<file path="config.mk">
export PLATFORM = sky130hd
export DESIGN_NAME = uart_rx_pkt_ctrl_flat
export DESIGN_NICKNAME = d
export VERILOG_FILES = /design/src/rtl/uart_rx_pkt_ctrl_if.sv /design/src/rtl/uart_rx_pkt_ctrl.sv /design/src/flat_wrapper.sv
export SDC_FILE = /design/constraint.sdc
export NUM_CORES = 1
export LEC_CHECK = 0
export CORE_AREA = 2 2 160 84
export DETAILED_ROUTE_END_ITERATION = 8
export DIE_AREA = 0 0 162 86
export PLACE_DENSITY = 0.81
export REMOVE_ABC_BUFFERS = 1
export SLEW_MARGIN = 25
export SYNTH_ARGS = -nofsm -noshare
export SYNTH_HDL_FRONTEND = slang
export SYNTH_SLANG_ARGS = --single-unit
</file>
<file path="constraint.sdc">
create_clock -name clk -period 2.7 [get_ports clk]
set_input_delay 0.27 -clock clk [delete_from_list [all_inputs] [get_ports clk]]
set_output_delay 0.27 -clock clk [all_outputs]
set_load 0.005 [all_outputs]
</file>
<file path="src/rtl/uart_rx_pkt_ctrl_if.sv">
// Byte-stream, packet-handover and error-pulse signals between uart_rx,
// the packet controller and the command logic.
interface uart_rx_pkt_ctrl_if #(
    parameter int MAX_LEN = 16
) ();
    localparam int AW = $clog2(MAX_LEN);

    logic [7:0]    rx_data;
    logic          rx_available;
    logic          rx_idle;
    logic          pkt_ready;
    logic [AW-1:0] rd_addr;
    logic [7:0]    rd_data;
    logic          pkt_valid;
    logic [7:0]    pkt_len;
    logic          err_len;
    logic          err_chk;
    logic          err_timeout;
    logic          err_overrun;

    // Packet controller side
    modport slave (
        input  rx_data, rx_available, rx_idle, pkt_ready, rd_addr,
        output rd_data, pkt_valid, pkt_len,
        output err_len, err_chk, err_timeout, err_overrun
    );

    // Byte source / packet consumer side
    modport master (
        output rx_data, rx_available, rx_idle, pkt_ready, rd_addr,
        input  rd_data, pkt_valid, pkt_len,
        input  err_len, err_chk, err_timeout, err_overrun
    );
endinterface

</file>
<file path="src/rtl/uart_rx_pkt_ctrl.sv">
// Frames the uart_rx byte stream into SYNC/LEN/payload/CHK packets, buffers the
// payload and holds a checksum-good packet until the consumer releases it.
module uart_rx_pkt_ctrl #(
    parameter int         MAX_LEN   = 16,
    parameter logic [7:0] SYNC_BYTE = 8'hA5
) (
    input  logic                  clk,
    input  logic                  reset,
    uart_rx_pkt_ctrl_if.slave     bus
);
    localparam int         AW        = $clog2(MAX_LEN);
    localparam logic [7:0] MAX_LEN_B = 8'(MAX_LEN);

    typedef enum logic [2:0] {
        ST_HUNT = 3'd0,
        ST_LEN  = 3'd1,
        ST_PAY  = 3'd2,
        ST_CHK  = 3'd3,
        ST_HOLD = 3'd4
    } state_t;

    state_t     state_q, state_d;
    logic [7:0] len_q, len_d;
    logic [7:0] sum_q, sum_d;
    logic [7:0] cnt_q, cnt_d;
    logic [7:0] pkt_len_q, pkt_len_d;
    logic [7:0] rd_data_q, rd_data_d;
    logic       pkt_valid_q, pkt_valid_d;
    logic       err_len_q, err_len_d;
    logic       err_chk_q, err_chk_d;
    logic       err_timeout_q, err_timeout_d;
    logic       err_overrun_q, err_overrun_d;
    logic       buf_we_s;
    logic       len_bad_s;
    logic [7:0] buf_mem [2**AW];

    assign len_bad_s = (bus.rx_data == 8'd0) || (bus.rx_data > MAX_LEN_B);

    // State and control registers
    always_ff @(posedge clk or posedge reset) begin
        if (reset) begin
            state_q       <= ST_HUNT;
            len_q         <= 8'd0;
            sum_q         <= 8'd0;
            cnt_q         <= 8'd0;
            pkt_len_q     <= 8'd0;
            rd_data_q     <= 8'd0;
            pkt_valid_q   <= 1'b0;
            err_len_q     <= 1'b0;
            err_chk_q     <= 1'b0;
            err_timeout_q <= 1'b0;
            err_overrun_q <= 1'b0;
        end else begin
            state_q       <= state_d;
            len_q         <= len_d;
            sum_q         <= sum_d;
            cnt_q         <= cnt_d;
            pkt_len_q     <= pkt_len_d;
            rd_data_q     <= rd_data_d;
            pkt_valid_q   <= pkt_valid_d;
            err_len_q     <= err_len_d;
            err_chk_q     <= err_chk_d;
            err_timeout_q <= err_timeout_d;
            err_overrun_q <= err_overrun_d;
        end
    end

    // Payload buffer: unreset storage, written only while collecting payload
    always_ff @(posedge clk) begin
        if (buf_we_s) begin
            buf_mem[cnt_q[AW-1:0]] <= bus.rx_data;
        end
    end

    // Next-state: a received byte always wins over a same-cycle idle timeout
    always_comb begin
        state_d = state_q;
        case (state_q)
            ST_HUNT: begin
                if (bus.rx_available && (bus.rx_data == SYNC_BYTE)) state_d = ST_LEN;
                else                                                state_d = ST_HUNT;
            end
            ST_LEN: begin
                if (bus.rx_available) state_d = len_bad_s ? ST_HUNT : ST_PAY;
                else if (bus.rx_idle) state_d = ST_HUNT;
                else                  state_d = ST_LEN;
            end
            ST_PAY: begin
                if (bus.rx_available) state_d = (cnt_q == len_q - 8'd1) ? ST_CHK : ST_PAY;
                else if (bus.rx_idle) state_d = ST_HUNT;
                else                  state_d = ST_PAY;
            end
            ST_CHK: begin
                if (bus.rx_available) state_d = (bus.rx_data == sum_q) ? ST_HOLD : ST_HUNT;
                else if (bus.rx_idle) state_d = ST_HUNT;
                else                  state_d = ST_CHK;
            end
            ST_HOLD: begin
                if (bus.pkt_ready) state_d = ST_HUNT;
                else               state_d = ST_HOLD;
            end
            default: state_d = ST_HUNT;
        endcase
    end

    // Datapath and registered-output next values
    always_comb begin
        len_d         = len_q;
        sum_d         = sum_q;
        cnt_d         = cnt_q;
        pkt_len_d     = pkt_len_q;
        buf_we_s      = 1'b0;
        err_len_d     = 1'b0;
        err_chk_d     = 1'b0;
        err_timeout_d = 1'b0;
        err_overrun_d = 1'b0;
        pkt_valid_d   = (state_d == ST_HOLD);
        rd_data_d     = buf_mem[bus.rd_addr];
        case (state_q)
            ST_LEN: begin
                if (bus.rx_available) begin
                    if (len_bad_s) begin
                        err_len_d = 1'b1;
                    end else begin
                        len_d = bus.rx_data;
                        sum_d = bus.rx_data;
                        cnt_d = 8'd0;
                    end
                end else begin
                    err_timeout_d = bus.rx_idle;
                end
            end
            ST_PAY: begin
                if (bus.rx_available) begin
                    buf_we_s = 1'b1;
                    sum_d    = sum_q + bus.rx_data;
                    cnt_d    = cnt_q + 8'd1;
                end else begin
                    err_timeout_d = bus.rx_idle;
                end
            end
            ST_CHK: begin
                if (bus.rx_available) begin
                    if (bus.rx_data == sum_q) pkt_len_d = len_q;
                    else                      err_chk_d = 1'b1;
                end else begin
                    err_timeout_d = bus.rx_idle;
                end
            end
            ST_HOLD: err_overrun_d = bus.rx_available;
            default: err_overrun_d = 1'b0;
        endcase
    end

    assign bus.rd_data     = rd_data_q;
    assign bus.pkt_valid   = pkt_valid_q;
    assign bus.pkt_len     = pkt_len_q;
    assign bus.err_len     = err_len_q;
    assign bus.err_chk     = err_chk_q;
    assign bus.err_timeout = err_timeout_q;
    assign bus.err_overrun = err_overrun_q;
endmodule
</file>
<file path="src/flat_wrapper.sv">
// flat-port wrapper written by rule: the top's interface ports become plain ports
module uart_rx_pkt_ctrl_flat 
#(
    parameter int         MAX_LEN   = 16,
    parameter logic [7:0] SYNC_BYTE = 8'hA5
)
  (clk, reset, bus_rx_data, bus_rx_available, bus_rx_idle, bus_pkt_ready, bus_rd_addr, bus_rd_data, bus_pkt_valid, bus_pkt_len, bus_err_len, bus_err_chk, bus_err_timeout, bus_err_overrun);
  uart_rx_pkt_ctrl_if #(.MAX_LEN(MAX_LEN)) bus_i ();
  input  logic clk;
  input  logic reset;
  input wire logic [$bits(bus_i.rx_data)-1:0] bus_rx_data;
  input wire logic [$bits(bus_i.rx_available)-1:0] bus_rx_available;
  input wire logic [$bits(bus_i.rx_idle)-1:0] bus_rx_idle;
  input wire logic [$bits(bus_i.pkt_ready)-1:0] bus_pkt_ready;
  input wire logic [$bits(bus_i.rd_addr)-1:0] bus_rd_addr;
  output wire logic [$bits(bus_i.rd_data)-1:0] bus_rd_data;
  output wire logic [$bits(bus_i.pkt_valid)-1:0] bus_pkt_valid;
  output wire logic [$bits(bus_i.pkt_len)-1:0] bus_pkt_len;
  output wire logic [$bits(bus_i.err_len)-1:0] bus_err_len;
  output wire logic [$bits(bus_i.err_chk)-1:0] bus_err_chk;
  output wire logic [$bits(bus_i.err_timeout)-1:0] bus_err_timeout;
  output wire logic [$bits(bus_i.err_overrun)-1:0] bus_err_overrun;
  assign bus_i.rx_data = bus_rx_data;
  assign bus_i.rx_available = bus_rx_available;
  assign bus_i.rx_idle = bus_rx_idle;
  assign bus_i.pkt_ready = bus_pkt_ready;
  assign bus_i.rd_addr = bus_rd_addr;
  assign bus_rd_data = bus_i.rd_data;
  assign bus_pkt_valid = bus_i.pkt_valid;
  assign bus_pkt_len = bus_i.pkt_len;
  assign bus_err_len = bus_i.err_len;
  assign bus_err_chk = bus_i.err_chk;
  assign bus_err_timeout = bus_i.err_timeout;
  assign bus_err_overrun = bus_i.err_overrun;
  uart_rx_pkt_ctrl #(.MAX_LEN(MAX_LEN), .SYNC_BYTE(SYNC_BYTE)) u_core (.clk(clk), .reset(reset), .bus(bus_i));
endmodule
</file>
**Word level (Yosys, flattened, before mapping)**

Memory sizes are Yosys's and may differ from the RTL's. A register that Yosys moved wholly into a read port is not among the register bits.
Cells that the tools add are included.
W data, S select, Z words.

- Add/subtract/negate cells: 3
- $lt $le $gt $ge: 1
- Eq/ne operators: 11
- Mux-type cells: 33
- Bitwise logic cells: 1
- Reduce and logical (&&, ||, !) cells: 9

Operators by type and width:

| kind | count |
|---|---|
| $mux W8 | 6 |
| $pmux W8 S2 | 2 |
| $eq A8 B8 Y1 | 2 |
| $mux W1 | 16 |
| $mux W3 | 5 |
| $pmux W3 S5 | 1 |
| $add A8 B1 Y8 const B | 1 |
| $add A8 B8 Y8 | 1 |
| $eq A8 B8 Y1 const B | 1 |
| $gt A8 B5 Y1 const B | 1 |
| $logic_not A8 Y1 | 1 |
| $sub A8 B1 Y8 const B | 1 |
| $eq A3 B2 Y1 const B | 2 |
| $eq A3 B3 Y1 const B | 2 |
| $mux W2 | 3 |
| $ne A2 B2 Y1 const B | 3 |
| $reduce_and A3 Y1 | 2 |
| $reduce_and A4 Y1 | 1 |
| $eq A3 B1 Y1 const B | 1 |
| $logic_not A3 Y1 | 1 |
| $reduce_or A3 Y1 | 1 |
| $reduce_bool A2 Y1 | 1 |
| $logic_and A1 B1 Y1 | 1 |
| $logic_or A1 B1 Y1 | 1 |
| $not A1 Y1 | 1 |

- Bits in registers: 40
- RAM bits: 128
- Input bits: 17
- Output and inout port bits: 21
- Memories: 1

Memory list:

| memory | words | bits a word | rd ports | clocked after memory_dff | write ports | line | text |
|---|---|---|---|---|---|---|---|
| u_core.buf_mem | 16 | 8 | 1 | 1 | 1 | uart_rx_pkt_ctrl.sv:35 | `logic [7:0] buf_mem [2**AW];` |

**Depth between registers and ports, before layout**

- Depth after elaboration: 6
- Depth in mapped cells: 9

**Worst setup path after synthesis**

OpenSTA, ideal clock, no wires.

- Kind: reg2reg
- Start: register u_core.state_q[1]
- End: memory u_core.buf_mem[2][0] (enable)
- Setup time: 0.383 ns
- Data arrival time: 1.771 ns
- Required time: 2.317 ns
- Path slack: 0.545 ns
- Cell stages (with the launch flop): 6
- Clock period less this slack: 2.155 ns
- Cells stage by stage: dfrtp_1 > nor3b_4 > and2_4 > buf_6 > nand2_1 > nor3_1

- Word-level cells in the longest chain between the ends: 4

RTL lines:

| element | line | text |
|---|---|---|
| start, declared | uart_rx_pkt_ctrl.sv:22 | `state_t state_q, state_d;` |
| start signal, assigned | uart_rx_pkt_ctrl.sv:54 | `state_q <= state_d;` |
| $eq A3 B2 Y1 | uart_rx_pkt_ctrl.sv:119 | `case (state_q)` |
| $mux W1 | uart_rx_pkt_ctrl.sv:119 |  |
| $mux W1 | uart_rx_pkt_ctrl.sv:70 | `if (buf_we_s) begin` |
| $mux W1 (not written as such) | uart_rx_pkt_ctrl.sv:71 | `buf_mem[cnt_q[AW-1:0]] <= bus.rx_data;` |
| end, declared | uart_rx_pkt_ctrl.sv:35 |  |

Every way passes these cells.

**Final worst setup path**

- Start: input port bus_rx_data[1]
- End: register u_core.sum_q[5]

- Word-level cells in the longest chain between the ends: 4
- Elaborated cells on any way between the ends: 8
- Classes of those cells: add/sub (1); order compare (1); eq/ne (1); mux (2); reduce/logical (3)

RTL lines:

| element | line | text |
|---|---|---|
| start, declared | flat_wrapper.sv:11 | `input wire logic [$bits(bus_i.rx_data)-1:0] bus_rx_data;` |
| $gt A8 B5 Y1 or $logic_not A8 Y1 (tied branches) | uart_rx_pkt_ctrl.sv:37 | `assign len_bad_s = (bus.rx_data == 8'd0) \|\| (bus.rx_data > MAX_LEN_B);` |
| $logic_or A1 B1 Y1 | uart_rx_pkt_ctrl.sv:37 |  |
| $ne A2 B2 Y1 (no source line) | -- |  |
| $reduce_and A4 Y1 (no source line) | -- |  |
| end signal, assigned | uart_rx_pkt_ctrl.sv:56 | `sum_q <= sum_d;` |
| end, declared | uart_rx_pkt_ctrl.sv:24 | `logic [7:0] sum_q, sum_d;` |

Parallel ways exist; a longest one is shown, timed or not. The select of a mux whose other input is x is not followed.
A chain may end at the register's enable or synchronous reset.

==> results.json <==
{
  "outcome": "finished, final reports clean",
  "clock_tree_from_tritoncts": "done",
  "routability_congestion": 0.892,
  "core-area_sq_mm": 0.0124,
  "synthCells": 445,
  "r2r_setup_slack_ns": 0.47,
  "maxCapViolations": 0,
  "fmaxAchievable_mhz": 408,
  "ys_seq_elements": 176,
  "maxSlewViolCount": 0,
  "worstSkewPairLatency_ns": 0.42,
  "io_buffer_count": 37,
  "synth_edf_count": 128,
  "cts-root-to-sink-buffers": 2,
  "most_frequent_cells_in_the_layout": "sky130_fd_sc_hd__edfxtp_1, sky130_fd_sc_hd__dfrtp_1, sky130_fd_sc_hd__mux4_2",
  "clk_pin_slew_worst_paths_ns": 0.07,
  "vdd.ir_drop.worst_v": 0.000406,
  "htreeDepth": 4,
  "cts.root.buffer_cell": "sky130_fd_sc_hd__clkbuf_16",
  "period_needed_ns": 2.45,
  "timing.critical_path.to_type": "register",
  "drt_iter0_drc": 429,
  "ctsResizeCount": 0,
  "post_route_cells_drive_above_1_share": 0.229,
  "slew_headroom": 0.578,
  "synth.top_cells.by_area": "sky130_fd_sc_hd__edfxtp_1, sky130_fd_sc_hd__dfrtp_1, sky130_fd_sc_hd__mux4_2, sky130_fd_sc_hd__ha_1, sky130_fd_sc_hd__nor2_1",
  "finish.net_count": 545,
  "critical_path.startpoint_type": "input pin",
  "cts_hold_buffers": 0,
  "worst-setup-path-type": "in -> reg",
  "synth_area_sq_mm": 0.00739,
  "post-cts-setup-buffers": 0,
  "async_reset_ff_frac": 0.273,
  "worstRegToRegCells": 5,
  "data_required_time_at_the_worst_endpoint_ns": 3.02,
  "grt_first_pass_wirelength_um": 26000,
  "antennaDiodeCount": 0,
  "ys.flop_type": "sky130_fd_sc_hd__edfxtp_1",
  "fin_worst_skew_ns": 0.0108,
  "antenna_found_initial": 0,
  "grt_usage": 0.265,
  "wl_per_cell_um": 24.3,
  "area.growth.synth_to_final_pct": 18.5,
  "floorplan.initialDensity": 0.596,
  "die_x_um": 162,
  "design.portCount": 38,
  "synthDominantCellAreaShare": 0.520,
  "pin_count_of_the_biggest_net_entering_global_routing": 33,
  "yosys.cell_types.count": 50,
  "placement_rows": 29,
  "cts.sink_count": 176,
  "post_synth.cell_area_avg_sq_um": 16.6,
  "final.period_utilization": 0.907,
  "first_global_vias": 4315,
  "r2r-end": "u_core.buf_mem[15][2]",
  "yosysWarnings": 0,
  "power_density_mw_per_mm2": 655,
  "drc_errors": 0,
  "dp_hpwl_um": 11300,
  "worst_ep_arrival_ns": 2.77,
  "dr.pass1.iters": 9,
  "route.final.wire_length_um": 16900,
  "grt_remaining_overflow": 0,
  "postRouteAntennaNets": 0,
  "tritoncts.num_buffers": 17,
  "min_path_type": "in -> async",
  "synth-seq-area-share": 0.682,
  "rsz0062_at_grt": "no",
  "die-area_sq_mm": 0.0139,
  "finalSetupTns_ns": 0,
  "final_hold_viol_count": 0,
  "worst_path_max_fanout": 22,
  "power.total_w": 0.00574,
  "r2r-start": "u_core.state_q[1]",
  "power_leakage_nw": 3.24,
  "setup_viol": 0,
  "tightest_slew_ns": 0.631,
  "mostFrequentLayoutCell": "sky130_fd_sc_hd__edfxtp_1",
  "vias": 4364,
  "netlist.top_cell.by_area": "sky130_fd_sc_hd__edfxtp_1",
  "routed_via_density": 6.25,
  "chipHeight_um": 86
}
[cell usage after synthesis (3+ instances only)]
library cell	number
sky130_fd_sc_hd__inv_1	15
sky130_fd_sc_hd__xnor2_1	9
sky130_fd_sc_hd__or3_1	3
sky130_fd_sc_hd__a21oi_1	10
sky130_fd_sc_hd__xor2_1	4
sky130_fd_sc_hd__nor4b_1	3
sky130_fd_sc_hd__nor4_1	3
sky130_fd_sc_hd__nand3_1	3
sky130_fd_sc_hd__clkbuf_1	10
sky130_fd_sc_hd__mux2i_1	3
sky130_fd_sc_hd__o21ai_0	21
sky130_fd_sc_hd__edfxtp_1	128
sky130_fd_sc_hd__nor2b_1	4
sky130_fd_sc_hd__and3_1	3
sky130_fd_sc_hd__o21a_1	3
sky130_fd_sc_hd__mux2_2	9
sky130_fd_sc_hd__buf_2	5
sky130_fd_sc_hd__ha_1	12
sky130_fd_sc_hd__nor2_1	34
sky130_fd_sc_hd__mux4_2	40
sky130_fd_sc_hd__nand2_1	25
sky130_fd_sc_hd__a21o_1	3
sky130_fd_sc_hd__nand2b_1	5
sky130_fd_sc_hd__dfrtp_1	48
sky130_fd_sc_hd__nand4_1	4
sky130_fd_sc_hd__nor3_1	7
[stage by stage]
step | worst slack (ns) | hold WS (ns) | instances | utilization | area (sq um)
after global routing | 0.159 | 0.119 | 698 | 0.706 | 8760
after detailed placement | -0.0525 | 0.475 | 666 | 0.657 | 8160
after floorplan | 0.596 | 0.369 | 426 | - | 7300
after global placement | 0.0125 | 0.467 | 666 | 0.657 | 8160
final | 0.251 | 0.112 | 698 | 0.706 | 8760
after CTS | 0.370 | 0.119 | 698 | 0.706 | 8760
[power by group]
group / total (W) / internal, W / leakage (nW) / switching (W)
Combinational: 0.000290 / 0.000135 / 1.16 / 0.000155
Clock: 0.00253 / 0.00148 / 0.296 / 0.00105
Sequential: 0.00292 / 0.00292 / 1.78 / 0.00000667
[logic make-up after synthesis]
family | share of synthesized area
fa+ha+maj | 0.0230
compound gates | 0.0462
flops | 0.682
xor+xnor | 0.0154
simple gates | 0.0738
mux | 0.140
buf+inv | 0.0196
[critical path, cell delays in order]
cell                              delay [ns]
sky130_fd_sc_hd__clkdlybuf4s50_1        0.60
sky130_fd_sc_hd__nor4_1                 0.63
sky130_fd_sc_hd__mux2_2                 0.43
sky130_fd_sc_hd__nor3b_4                0.16
sky130_fd_sc_hd__buf_4                  0.22
sky130_fd_sc_hd__nor2_1                 0.24
sky130_fd_sc_hd__nand2_1                0.12
sky130_fd_sc_hd__o31ai_1                0.09
[worst max path at each step]
| stage | start | to | slack [ns] | cells past startpoint |
|---|---|---|---|---|
| 3_5_place_dp | bus_rx_data[1] | u_core.sum_q[5] | -0.05 | 8 |
| 5_1_grt | bus_rx_data[1] | u_core.sum_q[7] | 0.16 | 7 |
| 3_3_place_gp | bus_rx_data[1] | u_core.sum_q[5] | 0.01 | 8 |
| 4_1_cts | bus_rx_data[1] | u_core.sum_q[5] | 0.37 | 8 |
| 6_report | bus_rx_data[1] | u_core.sum_q[5] | 0.25 | 8 |
| 2_1_floorplan | u_core.state_q[1] | u_core.buf_mem[2][0] | 0.60 | 4 |
[sequential cells by signal, summed over array words and instances (netlist names), 3 cells and up]
signal	cells
u_core.buf_mem	128
u_core.bus.rd_data	8
u_core.cnt_q	8
u_core.state_q	3
u_core.bus.pkt_len	8
u_core.sum_q	8
u_core.len_q	8
[metal layers]
metal | wire [um] | global-route usage
met1 | 7360 | 0.397
met2 | 7490 | 0.384
met3 | 1900 | 0.0875
met4 | 192 | 0.0571
met5 | 0 | 0
[final cells by class]
cell class	count	area (sq um)
clock inverters	14	179
clock buffers	18	429
repair buffers	70	638
inverters	15	56.3
multi-input cells	235	2200
well taps	170	213
flip-flops and latches	176	5040
fillers	770	3650
(Power assumes the default switching activity.)
